File: src/rtl/miner_slave_regfile_pkg.sv
// ============================================================================
// Module   : miner_pkg
// Brief    : Shared constants, state encoding and helpers for the miner slave
//            register file.
// Revision : 1.0 - initial release
// ============================================================================
`default_nettype none

package miner_pkg;

    // Fixed register addresses
    localparam int c_ctrl_addr   = 0;
    localparam int c_status_addr = 1;
    localparam int c_rsvd_addr   = 2;
    localparam int c_msg_base    = 3;

    // CTRL bit positions
    localparam int c_ctrl_load_tgt = 0;
    localparam int c_ctrl_start    = 1;
    localparam int c_ctrl_abort    = 2;

    // STATUS bit positions
    localparam int c_stat_busy    = 0;
    localparam int c_stat_done    = 1;
    localparam int c_stat_valid   = 2;
    localparam int c_stat_overrun = 3;

    typedef enum logic [1:0] {
        IDLE = 2'd0,
        BUSY = 2'd1,
        DONE = 2'd2
    } miner_state_t;

    function automatic int words_for_bits(input int bits);
        return (bits + 31) / 32;
    endfunction

endpackage

`default_nettype wire

File: src/rtl/miner_slave_regfile_if.sv
// ============================================================================
// Module   : miner_slave_regfile_if
// Brief    : Host slave bus carrying word address, write data and read data.
// Revision : 1.0 - initial release
// ============================================================================
`default_nettype none

interface miner_slave_regfile_if #(
    parameter int ADDR_W = 5
) ();

    logic [ADDR_W-1:0] slaveAddr;
    logic [31:0]       slaveWriteData;
    logic              slaveWrite;
    logic              slaveRead;
    logic              slaveChipSelect;
    logic [31:0]       slaveReadData;

    modport master (
        output slaveAddr,
        output slaveWriteData,
        output slaveWrite,
        output slaveRead,
        output slaveChipSelect,
        input  slaveReadData
    );

    modport slave (
        input  slaveAddr,
        input  slaveWriteData,
        input  slaveWrite,
        input  slaveRead,
        input  slaveChipSelect,
        output slaveReadData
    );

endinterface

`default_nettype wire

File: src/rtl/miner_slave_regfile_bank.sv
// ============================================================================
// Module   : miner_word_bank
// Brief    : N x 32-bit write-addressable shadow bank at address BASE; word 0
//            is the least significant word of the flattened output.
// Revision : 1.0 - initial release
// ============================================================================
`default_nettype none

module miner_word_bank #(
    parameter int N      = 8,
    parameter int BASE   = 0,
    parameter int ADDR_W = 5
) (
    input  wire logic              clk,
    input  wire logic              n_rst,
    input  wire logic              i_we,
    input  wire logic [ADDR_W-1:0] i_addr,
    input  wire logic [31:0]       i_wdata,
    output      logic [32*N-1:0]   o_data
);

    logic [31:0] r_word [N];

    for (genvar gi = 0; gi < N; gi++) begin : g_word
        always_ff @(posedge clk or negedge n_rst) begin
            if (!n_rst) begin
                r_word[gi] <= '0;
            end else if (i_we && (i_addr == ADDR_W'(BASE + gi))) begin
                r_word[gi] <= i_wdata;
            end
        end

        assign o_data[gi*32 +: 32] = r_word[gi];
    end

endmodule

`default_nettype wire

File: src/rtl/miner_slave_regfile.sv
// ============================================================================
// Module   : miner_slave_regfile
// Brief    : Host register file for the SHA-256 miner core: shadow banks,
//            launch control, progress FSM, hash capture and status readback.
//            Optional interrupt output enabled by defining MINER_IRQ_EN.
// Revision : 1.0 - initial release
// ============================================================================
`default_nettype none

module miner_slave_regfile
    import miner_pkg::*;
#(
    parameter int MSG_BITS   = 408,
    parameter int TGT_WORDS  = 8,
    parameter int HASH_WORDS = 8,
    parameter int ADDR_W     = 5
) (
    input  wire logic                    clk,
    input  wire logic                    n_rst,
    miner_slave_regfile_if.slave         bus,
    output      logic                    newTarget,
    output      logic                    newMsg,
    output      logic [32*TGT_WORDS-1:0] targetOut,
    output      logic [MSG_BITS-1:0]     msgOut,
    input  wire logic                    coreDone,
    input  wire logic                    coreValid,
    input  wire logic [32*HASH_WORDS-1:0] coreHash
`ifdef MINER_IRQ_EN
    ,
    output      logic                    irq
`endif
);

    localparam int MSG_WORDS = words_for_bits(MSG_BITS);
    localparam int TGT_BASE  = c_msg_base + MSG_WORDS;
    localparam int HASH_BASE = TGT_BASE + TGT_WORDS;

    if (c_msg_base + MSG_WORDS + TGT_WORDS + HASH_WORDS > 2**ADDR_W) begin : g_cfg_check
        $error("miner_slave_regfile: address map does not fit in ADDR_W");
    end

    logic                     w_wr;
    logic                     w_rd;
    logic                     w_ctrl_wr;
    logic                     w_stat_rd;
    logic                     w_load_tgt;
    logic                     w_start;
    logic                     w_abort;
    logic                     w_launch;
    logic                     w_capture;
    logic                     w_ovr_set;
    logic [31:0]              w_rd_word;
    logic [32*MSG_WORDS-1:0]  w_msg_bank;
    logic [32*TGT_WORDS-1:0]  w_tgt_bank;

    miner_state_t             r_state;
    miner_state_t             w_state_nxt;
    logic                     r_done;
    logic                     r_valid;
    logic                     r_overrun;
    logic                     r_new_msg;
    logic                     r_new_tgt;
    logic [MSG_BITS-1:0]      r_msg_out;
    logic [32*TGT_WORDS-1:0]  r_tgt_out;
    logic [32*HASH_WORDS-1:0] r_hash;
    logic [31:0]              r_rdata;

    assign w_wr       = bus.slaveChipSelect && bus.slaveWrite;
    assign w_rd       = bus.slaveChipSelect && bus.slaveRead;
    assign w_ctrl_wr  = w_wr && (bus.slaveAddr == ADDR_W'(c_ctrl_addr));
    assign w_stat_rd  = w_rd && (bus.slaveAddr == ADDR_W'(c_status_addr));
    assign w_load_tgt = w_ctrl_wr && bus.slaveWriteData[c_ctrl_load_tgt];
    assign w_start    = w_ctrl_wr && bus.slaveWriteData[c_ctrl_start];
    assign w_abort    = w_ctrl_wr && bus.slaveWriteData[c_ctrl_abort];

    miner_word_bank #(
        .N      (MSG_WORDS),
        .BASE   (c_msg_base),
        .ADDR_W (ADDR_W)
    ) u_msg_bank (
        .clk     (clk),
        .n_rst   (n_rst),
        .i_we    (w_wr),
        .i_addr  (bus.slaveAddr),
        .i_wdata (bus.slaveWriteData),
        .o_data  (w_msg_bank)
    );

    miner_word_bank #(
        .N      (TGT_WORDS),
        .BASE   (TGT_BASE),
        .ADDR_W (ADDR_W)
    ) u_tgt_bank (
        .clk     (clk),
        .n_rst   (n_rst),
        .i_we    (w_wr),
        .i_addr  (bus.slaveAddr),
        .i_wdata (bus.slaveWriteData),
        .o_data  (w_tgt_bank)
    );

    // FSM: state register
    always_ff @(posedge clk or negedge n_rst) begin
        if (!n_rst) begin
            r_state <= IDLE;
        end else begin
            r_state <= w_state_nxt;
        end
    end

    // FSM: next state; ABORT overrides both START and coreDone
    always_comb begin
        w_state_nxt = r_state;
        case (r_state)
            IDLE, DONE: if (w_launch)  w_state_nxt = BUSY;
            BUSY:       if (w_capture) w_state_nxt = DONE;
            default:    w_state_nxt = IDLE;
        endcase
        if (w_abort) begin
            w_state_nxt = IDLE;
        end
    end

    // FSM: decoded actions
    always_comb begin
        w_launch  = w_start && !w_abort && (r_state != BUSY);
        w_ovr_set = w_start && !w_abort && (r_state == BUSY);
        w_capture = coreDone && !w_abort && (r_state == BUSY);
    end

    // Status flags: a set in the same cycle as a clear takes priority
    always_ff @(posedge clk or negedge n_rst) begin
        if (!n_rst) begin
            r_done    <= 1'b0;
            r_valid   <= 1'b0;
            r_overrun <= 1'b0;
            r_hash    <= '0;
        end else begin
            if (w_capture) begin
                r_done  <= 1'b1;
                r_valid <= coreValid;
                r_hash  <= coreHash;
            end else if (w_launch) begin
                r_done  <= 1'b0;
                r_valid <= 1'b0;
            end else if (w_stat_rd) begin
                r_done  <= 1'b0;
            end

            if (w_ovr_set) begin
                r_overrun <= 1'b1;
            end else if (w_stat_rd) begin
                r_overrun <= 1'b0;
            end
        end
    end

    always_ff @(posedge clk or negedge n_rst) begin
        if (!n_rst) begin
            r_new_msg <= 1'b0;
            r_new_tgt <= 1'b0;
            r_msg_out <= '0;
            r_tgt_out <= '0;
        end else begin
            r_new_msg <= w_launch;
            r_new_tgt <= w_load_tgt;
            if (w_launch) begin
                r_msg_out <= w_msg_bank[32*MSG_WORDS-1 -: MSG_BITS];
            end
            if (w_load_tgt) begin
                r_tgt_out <= w_tgt_bank;
            end
        end
    end

    always_comb begin
        w_rd_word = '0;
        if (bus.slaveAddr == ADDR_W'(c_status_addr)) begin
            w_rd_word[c_stat_busy]    = (r_state == BUSY);
            w_rd_word[c_stat_done]    = r_done;
            w_rd_word[c_stat_valid]   = r_valid;
            w_rd_word[c_stat_overrun] = r_overrun;
        end
        for (int i = 0; i < MSG_WORDS; i++) begin
            if (bus.slaveAddr == ADDR_W'(c_msg_base + i)) w_rd_word = w_msg_bank[i*32 +: 32];
        end
        for (int i = 0; i < TGT_WORDS; i++) begin
            if (bus.slaveAddr == ADDR_W'(TGT_BASE + i)) w_rd_word = w_tgt_bank[i*32 +: 32];
        end
        for (int i = 0; i < HASH_WORDS; i++) begin
            if (bus.slaveAddr == ADDR_W'(HASH_BASE + i)) w_rd_word = r_hash[i*32 +: 32];
        end
    end

    always_ff @(posedge clk or negedge n_rst) begin
        if (!n_rst) begin
            r_rdata <= '0;
        end else if (w_rd) begin
            r_rdata <= w_rd_word;
        end
    end

`ifdef MINER_IRQ_EN
    logic r_irq;

    // Follows done by one cycle in both directions
    always_ff @(posedge clk or negedge n_rst) begin
        if (!n_rst) begin
            r_irq <= 1'b0;
        end else begin
            r_irq <= r_done;
        end
    end

    assign irq = r_irq;
`endif

    assign bus.slaveReadData = r_rdata;
    assign newMsg            = r_new_msg;
    assign newTarget         = r_new_tgt;
    assign msgOut            = r_msg_out;
    assign targetOut         = r_tgt_out;

endmodule

`default_nettype wire
File: src/flat_wrapper.sv
// flat-port wrapper written by rule: the top's interface ports become plain ports
module miner_slave_regfile_flat import miner_pkg::*;
#(
    parameter int MSG_BITS   = 408,
    parameter int TGT_WORDS  = 8,
    parameter int HASH_WORDS = 8,
    parameter int ADDR_W     = 5
)
  (clk, n_rst, newTarget, newMsg, targetOut, msgOut, coreDone, coreValid, coreHash, bus_slaveAddr, bus_slaveWriteData, bus_slaveWrite, bus_slaveRead, bus_slaveChipSelect, bus_slaveReadData);
  miner_slave_regfile_if #(.ADDR_W(ADDR_W)) bus_i ();
  input  wire logic clk;
  input  wire logic n_rst;
  output      logic newTarget;
  output      logic newMsg;
  output      logic [32*TGT_WORDS-1:0] targetOut;
  output      logic [MSG_BITS-1:0] msgOut;
  input  wire logic coreDone;
  input  wire logic coreValid;
  input  wire logic [32*HASH_WORDS-1:0] coreHash;
  input wire logic [$bits(bus_i.slaveAddr)-1:0] bus_slaveAddr;
  input wire logic [$bits(bus_i.slaveWriteData)-1:0] bus_slaveWriteData;
  input wire logic [$bits(bus_i.slaveWrite)-1:0] bus_slaveWrite;
  input wire logic [$bits(bus_i.slaveRead)-1:0] bus_slaveRead;
  input wire logic [$bits(bus_i.slaveChipSelect)-1:0] bus_slaveChipSelect;
  output wire logic [$bits(bus_i.slaveReadData)-1:0] bus_slaveReadData;
  assign bus_i.slaveAddr = bus_slaveAddr;
  assign bus_i.slaveWriteData = bus_slaveWriteData;
  assign bus_i.slaveWrite = bus_slaveWrite;
  assign bus_i.slaveRead = bus_slaveRead;
  assign bus_i.slaveChipSelect = bus_slaveChipSelect;
  assign bus_slaveReadData = bus_i.slaveReadData;
  miner_slave_regfile #(.MSG_BITS(MSG_BITS), .TGT_WORDS(TGT_WORDS), .HASH_WORDS(HASH_WORDS), .ADDR_W(ADDR_W)) u_core (.clk(clk), .n_rst(n_rst), .bus(bus_i), .newTarget(newTarget), .newMsg(newMsg), .targetOut(targetOut), .msgOut(msgOut), .coreDone(coreDone), .coreValid(coreValid), .coreHash(coreHash));
endmodule
File: config.mk
export PLATFORM = sky130hd
export DESIGN_NAME = miner_slave_regfile_flat
export DESIGN_NICKNAME = d
export VERILOG_FILES = /design/src/rtl/miner_slave_regfile_pkg.sv /design/src/rtl/miner_slave_regfile_if.sv /design/src/rtl/miner_slave_regfile_bank.sv /design/src/rtl/miner_slave_regfile.sv /design/src/flat_wrapper.sv
export SDC_FILE = /design/constraint.sdc
export NUM_CORES = 2
export LEC_CHECK = 0
export CORE_UTILIZATION = 40
export CTS_CLUSTER_DIAMETER = 50
export DETAILED_ROUTE_END_ITERATION = 10
export DONT_BUFFER_PORTS = 1
export PLACE_DENSITY = 0.55
export SETUP_SLACK_MARGIN = 0.4
export SYNTH_ARGS = -nofsm -noshare
export SYNTH_HDL_FRONTEND = slang
export SYNTH_SLANG_ARGS = --single-unit
File: constraint.sdc
create_clock -name clk -period 2.4 [get_ports clk]
set_input_delay 0.48 -clock clk [delete_from_list [all_inputs] [get_ports clk]]
set_output_delay 0.48 -clock clk [all_outputs]
set_load 0.02 [all_outputs]
# --- Word level (Yosys, flattened, before mapping) ---
# Cells that the tools add are included.
classes:
  eq_ne: 35
  muxes: 40
  n_reduce_logical: 41
op_table:
  columns: ["op", "n"]
  rows:
  - ["$mux W32", 29]
  - ["$eq A5 B5 Y1 const B", 16]
  - ["$eq A5 B4 Y1 const B", 8]
  - ["$logic_and A1 B1 Y1", 33]
  - ["$eq A5 B3 Y1 const B", 4]
  - ["$mux W1", 6]
  - ["$mux W2", 3]
  - ["$ne A3 B1 Y1 const B", 2]
  - ["$eq A5 B1 Y1 const B", 1]
  - ["$eq A5 B2 Y1 const B", 1]
  - ["$logic_not A5 Y1", 1]
  - ["$mux W4", 1]
  - ["$pmux W2 S2", 1]
  - ["$reduce_bool A2 Y1", 2]
  - ["$reduce_bool A3 Y1", 1]
  - ["$eq A2 B1 Y1 const B", 1]
  - ["$eq A2 B2 Y1 const B", 1]
  - ["$logic_not A2 Y1", 1]
  - ["$ne A2 B1 Y1 const B", 1]
  - ["$reduce_and A2 Y1", 1]
  - ["$reduce_or A2 Y1", 1]
  - ["$logic_not A1 Y1", 1]
word_totals:
  reg_bits: 1631
  in_bits: 300
  out_inout_bits: 698
  elab_cells: 147

# --- Longest topological paths before layout ---
logic_depth:
  depth_word: 31
  mapped_depth: 11
  mapped_depth_nobuf: 7

# --- Cells and area by module ---
# Synthesis repeated with hierarchy kept, for this count alone.
unflattened:
  hier_cells: 6318
  area_unflattened_um2: 69307.7
modules_own_cells:
  columns: ["mod", "instances", "cells_each", "area_each_um2", "seq_area_each_um2"]
  rows:
  - ["miner_slave_regfile", 1, 4837, 44051.0, 23998.0]
  - ["miner_word_bank (u_core.u_msg_bank)", 1, 930, 15753.9, 10410.0]
  - ["miner_word_bank (u_core.u_tgt_bank)", 1, 551, 9502.9, 6406.1]

# --- Worst setup path after synthesis ---
# No wires, ideal clock.
synth_timing:
  kind: "input to register"
  from: "input port bus_slaveAddr[2]"
  to: "register u_core.r_msg_out[327], in the netlist u_core.msgOut[327]"
  setup_ns: 0.116
  arrival_ns: 2.255
  required_ns: 2.284
  setup_slack_ns: 0.028
  stages: 10
  path_buffers: 4
  path_cell_list: "or3_1 > nor3_4 > nand2_2 > or3_1 > clkbuf_1 > buf_6 > buf_6 > buf_4 > nand2_1 > nand2_1"
synth_between:
  elab_chain_cells: 6
  elab_cells_between_ends: 7
  cone_classes: "7 x reduce/logical"
synth_rtl:
  columns: ["element", "line", "rtl"]
  rows:
  - ["start, declared", "flat_wrapper.sv:20", "input wire logic [$bits(bus_i.slaveAddr)-1:0] bus_slaveAddr;"]
  - ["$logic_not A5 Y1 *", "miner_slave_regfile.sv:70", "assign w_ctrl_wr = w_wr && (bus.slaveAddr == ADDR_W'(c_ctrl_addr));"]
  - ["$logic_and A1 B1 Y1 *", "miner_slave_regfile.sv:70", null]
  - ["$logic_and A1 B1 Y1", "miner_slave_regfile.sv:74", "assign w_abort = w_ctrl_wr && bus.slaveWriteData[c_ctrl_abort];"]
  - ["$logic_not A1 Y1", "miner_slave_regfile.sv:126", "w_launch = w_start && !w_abort && (r_state != BUSY);"]
  - ["$logic_and A1 B1 Y1 * (2 in series)", "miner_slave_regfile.sv:126", null]
  - ["end signal, assigned", "miner_slave_regfile.sv:168", "r_msg_out <= w_msg_bank[32*MSG_WORDS-1 -: MSG_BITS];"]
  - ["end, declared", "miner_slave_regfile.sv:63", "logic [MSG_BITS-1:0] r_msg_out;"]
# Every way passes the cells marked *; elsewhere a longest branch is shown, timed or not.
# A chain may end at the register's enable or synchronous reset.

# --- Worst setup path after layout ---
layout_timing:
  from: "input port bus_slaveAddr[1]"
  to: "register u_core.r_rdata[4], in the netlist u_core.bus.slaveReadData[4]"
layout_between:
  elab_chain_cells: 30
  elab_cells_between_ends: 58
  cone_classes: "29 x eq/ne; 29 x mux"
layout_rtl:
  columns: ["element", "line", "rtl"]
  rows:
  - ["$eq A5 B2 Y1", "miner_slave_regfile.sv:185", "if (bus.slaveAddr == ADDR_W'(c_msg_base + i)) w_rd_word = w_msg_bank[i*32 +: 32];"]
  - ["$mux W32 (13 in series)", "miner_slave_regfile.sv:185", null]
  - ["$mux W32 (8 in series)", "miner_slave_regfile.sv:188", "if (bus.slaveAddr == ADDR_W'(TGT_BASE + i)) w_rd_word = w_tgt_bank[i*32 +: 32];"]
  - ["$mux W32 (7 in series)", "miner_slave_regfile.sv:191", "if (bus.slaveAddr == ADDR_W'(HASH_BASE + i)) w_rd_word = r_hash[i*32 +: 32];"]
  - ["$mux W32 *", "miner_slave_regfile.sv:191", null]
  - ["end signal, assigned", "miner_slave_regfile.sv:199", "r_rdata <= w_rd_word;"]
  - ["end, declared", "miner_slave_regfile.sv:66", "logic [31:0] r_rdata;"]
# Marked as above.

==> summary.md <==
| Metric | Value |
|---|---|
| Vias per cell | about 5.9 |
| Critical path fanouts, max | between 150 and 200 |
| YS warnings | 0 |
| Crit path required time | 3.19 ns |
| Post-Route Skew | slightly below 0.04 ns |
| Pwr/cell area | about 800 nW/um^2 |
| Final setup viols | 0 |
| Vert. Die Dim | roughly 420 um |
| Violation count after the first detailed-route iteration | about 7000 |
| Fmax | about 420 MHz |
| Worst endpoint data arrival time | about 3.2 ns |
| DR vias | a little under 60000 |
| Status | complete, but fails checks |
| CTS H-tree lvls | 4 |
| CP Capture Type | register |
| Post-Syn Area per Cell | 10.8 um^2 |
| Seq/Total Area, Yosys | 0.579 |
| Width of the die | 422 um |
| Initial antenna violation count | 41 |
| CTS tree | yes |
| Worst-path cell chain | and2_2 -> buf_12 -> nand2_1 -> buf_4 -> o22ai_1 -> a211oi_1 -> buf_4 -> o2111ai_1 -> o21ai_1 |
| Clock buffer count from CTS | roughly 200 |
| Worst rel slew slack | 0.160 |
| Routed wire length | roughly 340 mm |
| Commonest cells after routing, fill and taps aside | nand2_1 (2066), dfrtp_1 (1578), mux2_2 (926) |
| Max-slew violation count | 0 |
| Grt ovf | 0 |
| Fill count | approximately 16000 |
| Crit path kind | input pin to register |
| Initial Util | 0.404 |
| Placed insts | approximately 9000 |
| Largest net degree at the start of global routing | between 200 and 250 |
| Clock latency on the worst-skew pair | slightly below 0.9 ns |
| Peak VDD IR | around 0.73 mV |
| Crit-path max cell delay | between 0.5 and 0.6 ns |
| Hold/Removal Path Class | input pin to asynchronous set/reset pin |
| Layout cells sized above 1 | 0.300 |
| Core area | about 170000 um^2 |
| DR WL/cell | ~35 um |
| Violated checks | negative hold slack |
| Maxcap violations | 0 |
| Number of synthesized flops with an enable pin | 0 |
| Longest Clk Path Bufs | 3 |
| Register Area | 40900 um^2 |
| Endpoints failing hold | between 400 and 500 |
| Finished Layout Cells | slightly below 10000 |
| DIE AREA | 178000 um^2 |
| Fraction of registers with async set/reset | 1.00 |
| ANT nets after route | 0 |
| Routability Congestion | roughly 0.97 |
| Final min period | ~2.4 ns |
| Least-Margin Pin Slew | between 1 and 1.5 ns |
| Synth Net Count | just under 7000 |
| Setup TNS | 0 ns |
| Post-layout nets | 7526 |
| Fin crit share | 0.983 |
| Clock-pin slew on the worst setup and hold paths | about 0.070 ns |
| Clock Sinks | around 1600 |
| Hold WS | -0.643 ns |
| Port buffer count | 0 |
| Seq cells post-synth | 1631 |
| DRT Pass-1 Iters | 7 |
| Vias in the first global route | between 50000 and 60000 |
| Unique masters post-synth | 78 |
| CP most frequent cell | buf_4 |
| Post-CTS Hold Fix Bufs | a little over 300 |
| Main synth FF type | dfrtp_1 |
| Critical-path top delay cell | a211oi_1 |
| First-pass GRT wire length | roughly 470 mm |
| Critical Path Start Type | input pin |
| Area growth syn-to-layout | 26.6% |
| Post-Syn Instances | ~6500 |
| IO Count | around 1000 |
| Clock root cell | clkbuf_16 |
| Multi-input logic area | ~28000 um^2 |
| Commonest non-fill, non-tap cell in the layout | nand2_1 |
| LEAKAGE | 0.0438 uW |
| Hpwl dp | between 200 and 250 mm |
| Post-Syn Area | 70500 um^2 |
| Unrepaired setup endpoints after global routing | yes |
| Drt drc | 0 |
| Row count | around 150 |
| Flop2flop setup slack | around 0.23 ns |
| GRT Total Usage | 0.381 |
[sequential cells by signal, summed over array words and instances (netlist names), 2 cells and up]
register / cells
u_core.u_msg_bank.o_data: 416
u_core.u_tgt_bank.o_data: 256
u_core.msgOut: 408
u_core.r_state: 2
u_core.r_hash: 256
u_core.targetOut: 256
u_core.bus.slaveReadData: 32
[synthesized netlist by cell type (all sizes together) (11+ instances only)]
cell type,number,share of area
o21ai,212,0.015
buf,226,0.019
a21o,13,0.0014
a221oi,24,0.0030
o2bb2ai,12,0.0015
nor3b,12,0.0013
o221ai,36,0.0045
a32oi,12,0.0015
o31ai,19,0.0020
clkbuf,268,0.014
nand2b,14,0.0012
a31oi,17,0.0015
or3,14,0.0012
inv,14,0.00075
nand2,2076,0.11
nor2b,29,0.0026
nand3,57,0.0040
mux2i,75,0.011
nor2,148,0.0080
o22ai,65,0.0058
a211oi,36,0.0039
a22o,15,0.0019
nor4,20,0.0018
nor3,75,0.0056
o211ai,30,0.0032
mux2,955,0.15
dfrtp,1631,0.58
a211o,12,0.0015
a2111oi,11,0.0014
a21oi,178,0.013
and3,15,0.0013
a22oi,59,0.0063
[critical path: cells and delay by family]
| family | cells | cell delay, ns |
|---|---|---|
| compound gates | 4 | 1.04 |
| buf+inv | 3 | 0.65 |
| simple gates | 2 | 0.66 |
[stage by stage]
step / total power (uW) / setup slack, ns / utilization / cell area [um^2]
3_3_place_gp: 39300 / -1.32 / 0.448 / 78000
6_report: 71000 / 0.0407 / 0.511 / 89200
2_1_floorplan: 35600 / 0.170 / - / 71500
4_1_cts: 70800 / 0.177 / 0.510 / 88900
5_1_grt: 72700 / 0.174 / 0.511 / 89200
3_5_place_dp: 39500 / -1.37 / 0.448 / 78000
[area by class of cell]
type,instances,area share
diodes,17,0.000477
flip-flops and latches,1631,0.458
well taps,2325,0.0326
clock buffers,264,0.0618
clock inverters,97,0.0117
repair buffers,999,0.117
inverters,15,0.000828
multi-input cells,4384,0.317
[logic make-up after synthesis]
logic type / Yosys count / share of synthesized area
multiplexers: 1035 / 0.165
buffers and inverters: 509 / 0.0343
flip-flops: 1631 / 0.579
AO/OA/AOI/OAI: 841 / 0.0785
AND/OR/NAND/NOR: 2508 / 0.143
[power breakdown]
group          switching [uW]  internal [uW]
clock                   12700          17600
combinational            4010           3620
sequential               3120          29900
total                   19900          51100
[routing by layer]
| metal | track usage | wire [um] |
|---|---|---|
| met1 | 0.473 | 130000 |
| met2 | 0.583 | 155000 |
| met3 | 0.0979 | 32300 |
| met4 | 0.257 | 27600 |
| met5 | 0 | 86 |
[timing repair]
action / 4_1_cts / 5_1_grt
pin swaps: 39 / 18
endpoints found under the hold margin: 1524 / 408
gates cloned: 4 / 2
setup endpoints to repair: 629 / 413
buffers inserted: 18 / 3
gates resized for setup: 146 / 41
[worst paths after layout]
check / start / cells after the start / to
max: bus_slaveAddr[1] / 9 / u_core.bus.slaveReadData[4]$_DFFE_PN0P_
min: n_rst / 0 / u_core.u_msg_bank.o_data[84]$_DFFE_PN0P_
max reg2reg: u_core.r_hash[64]$_DFFE_PN0P_ / 8 / u_core.bus.slaveReadData[0]$_DFFE_PN0P_
min reg2reg: u_core.u_tgt_bank.o_data[129]$_DFFE_PN0P_ / 2 / u_core.targetOut[129]$_DFFE_PN0P_
max in group asynchronous: n_rst / 2 / u_core.r_hash[215]$_DFFE_PN0P_
min in group clk: bus_slaveWriteData[21] / 2 / u_core.u_msg_bank.o_data[85]$_DFFE_PN0P_
(Power assumes the default switching activity.)
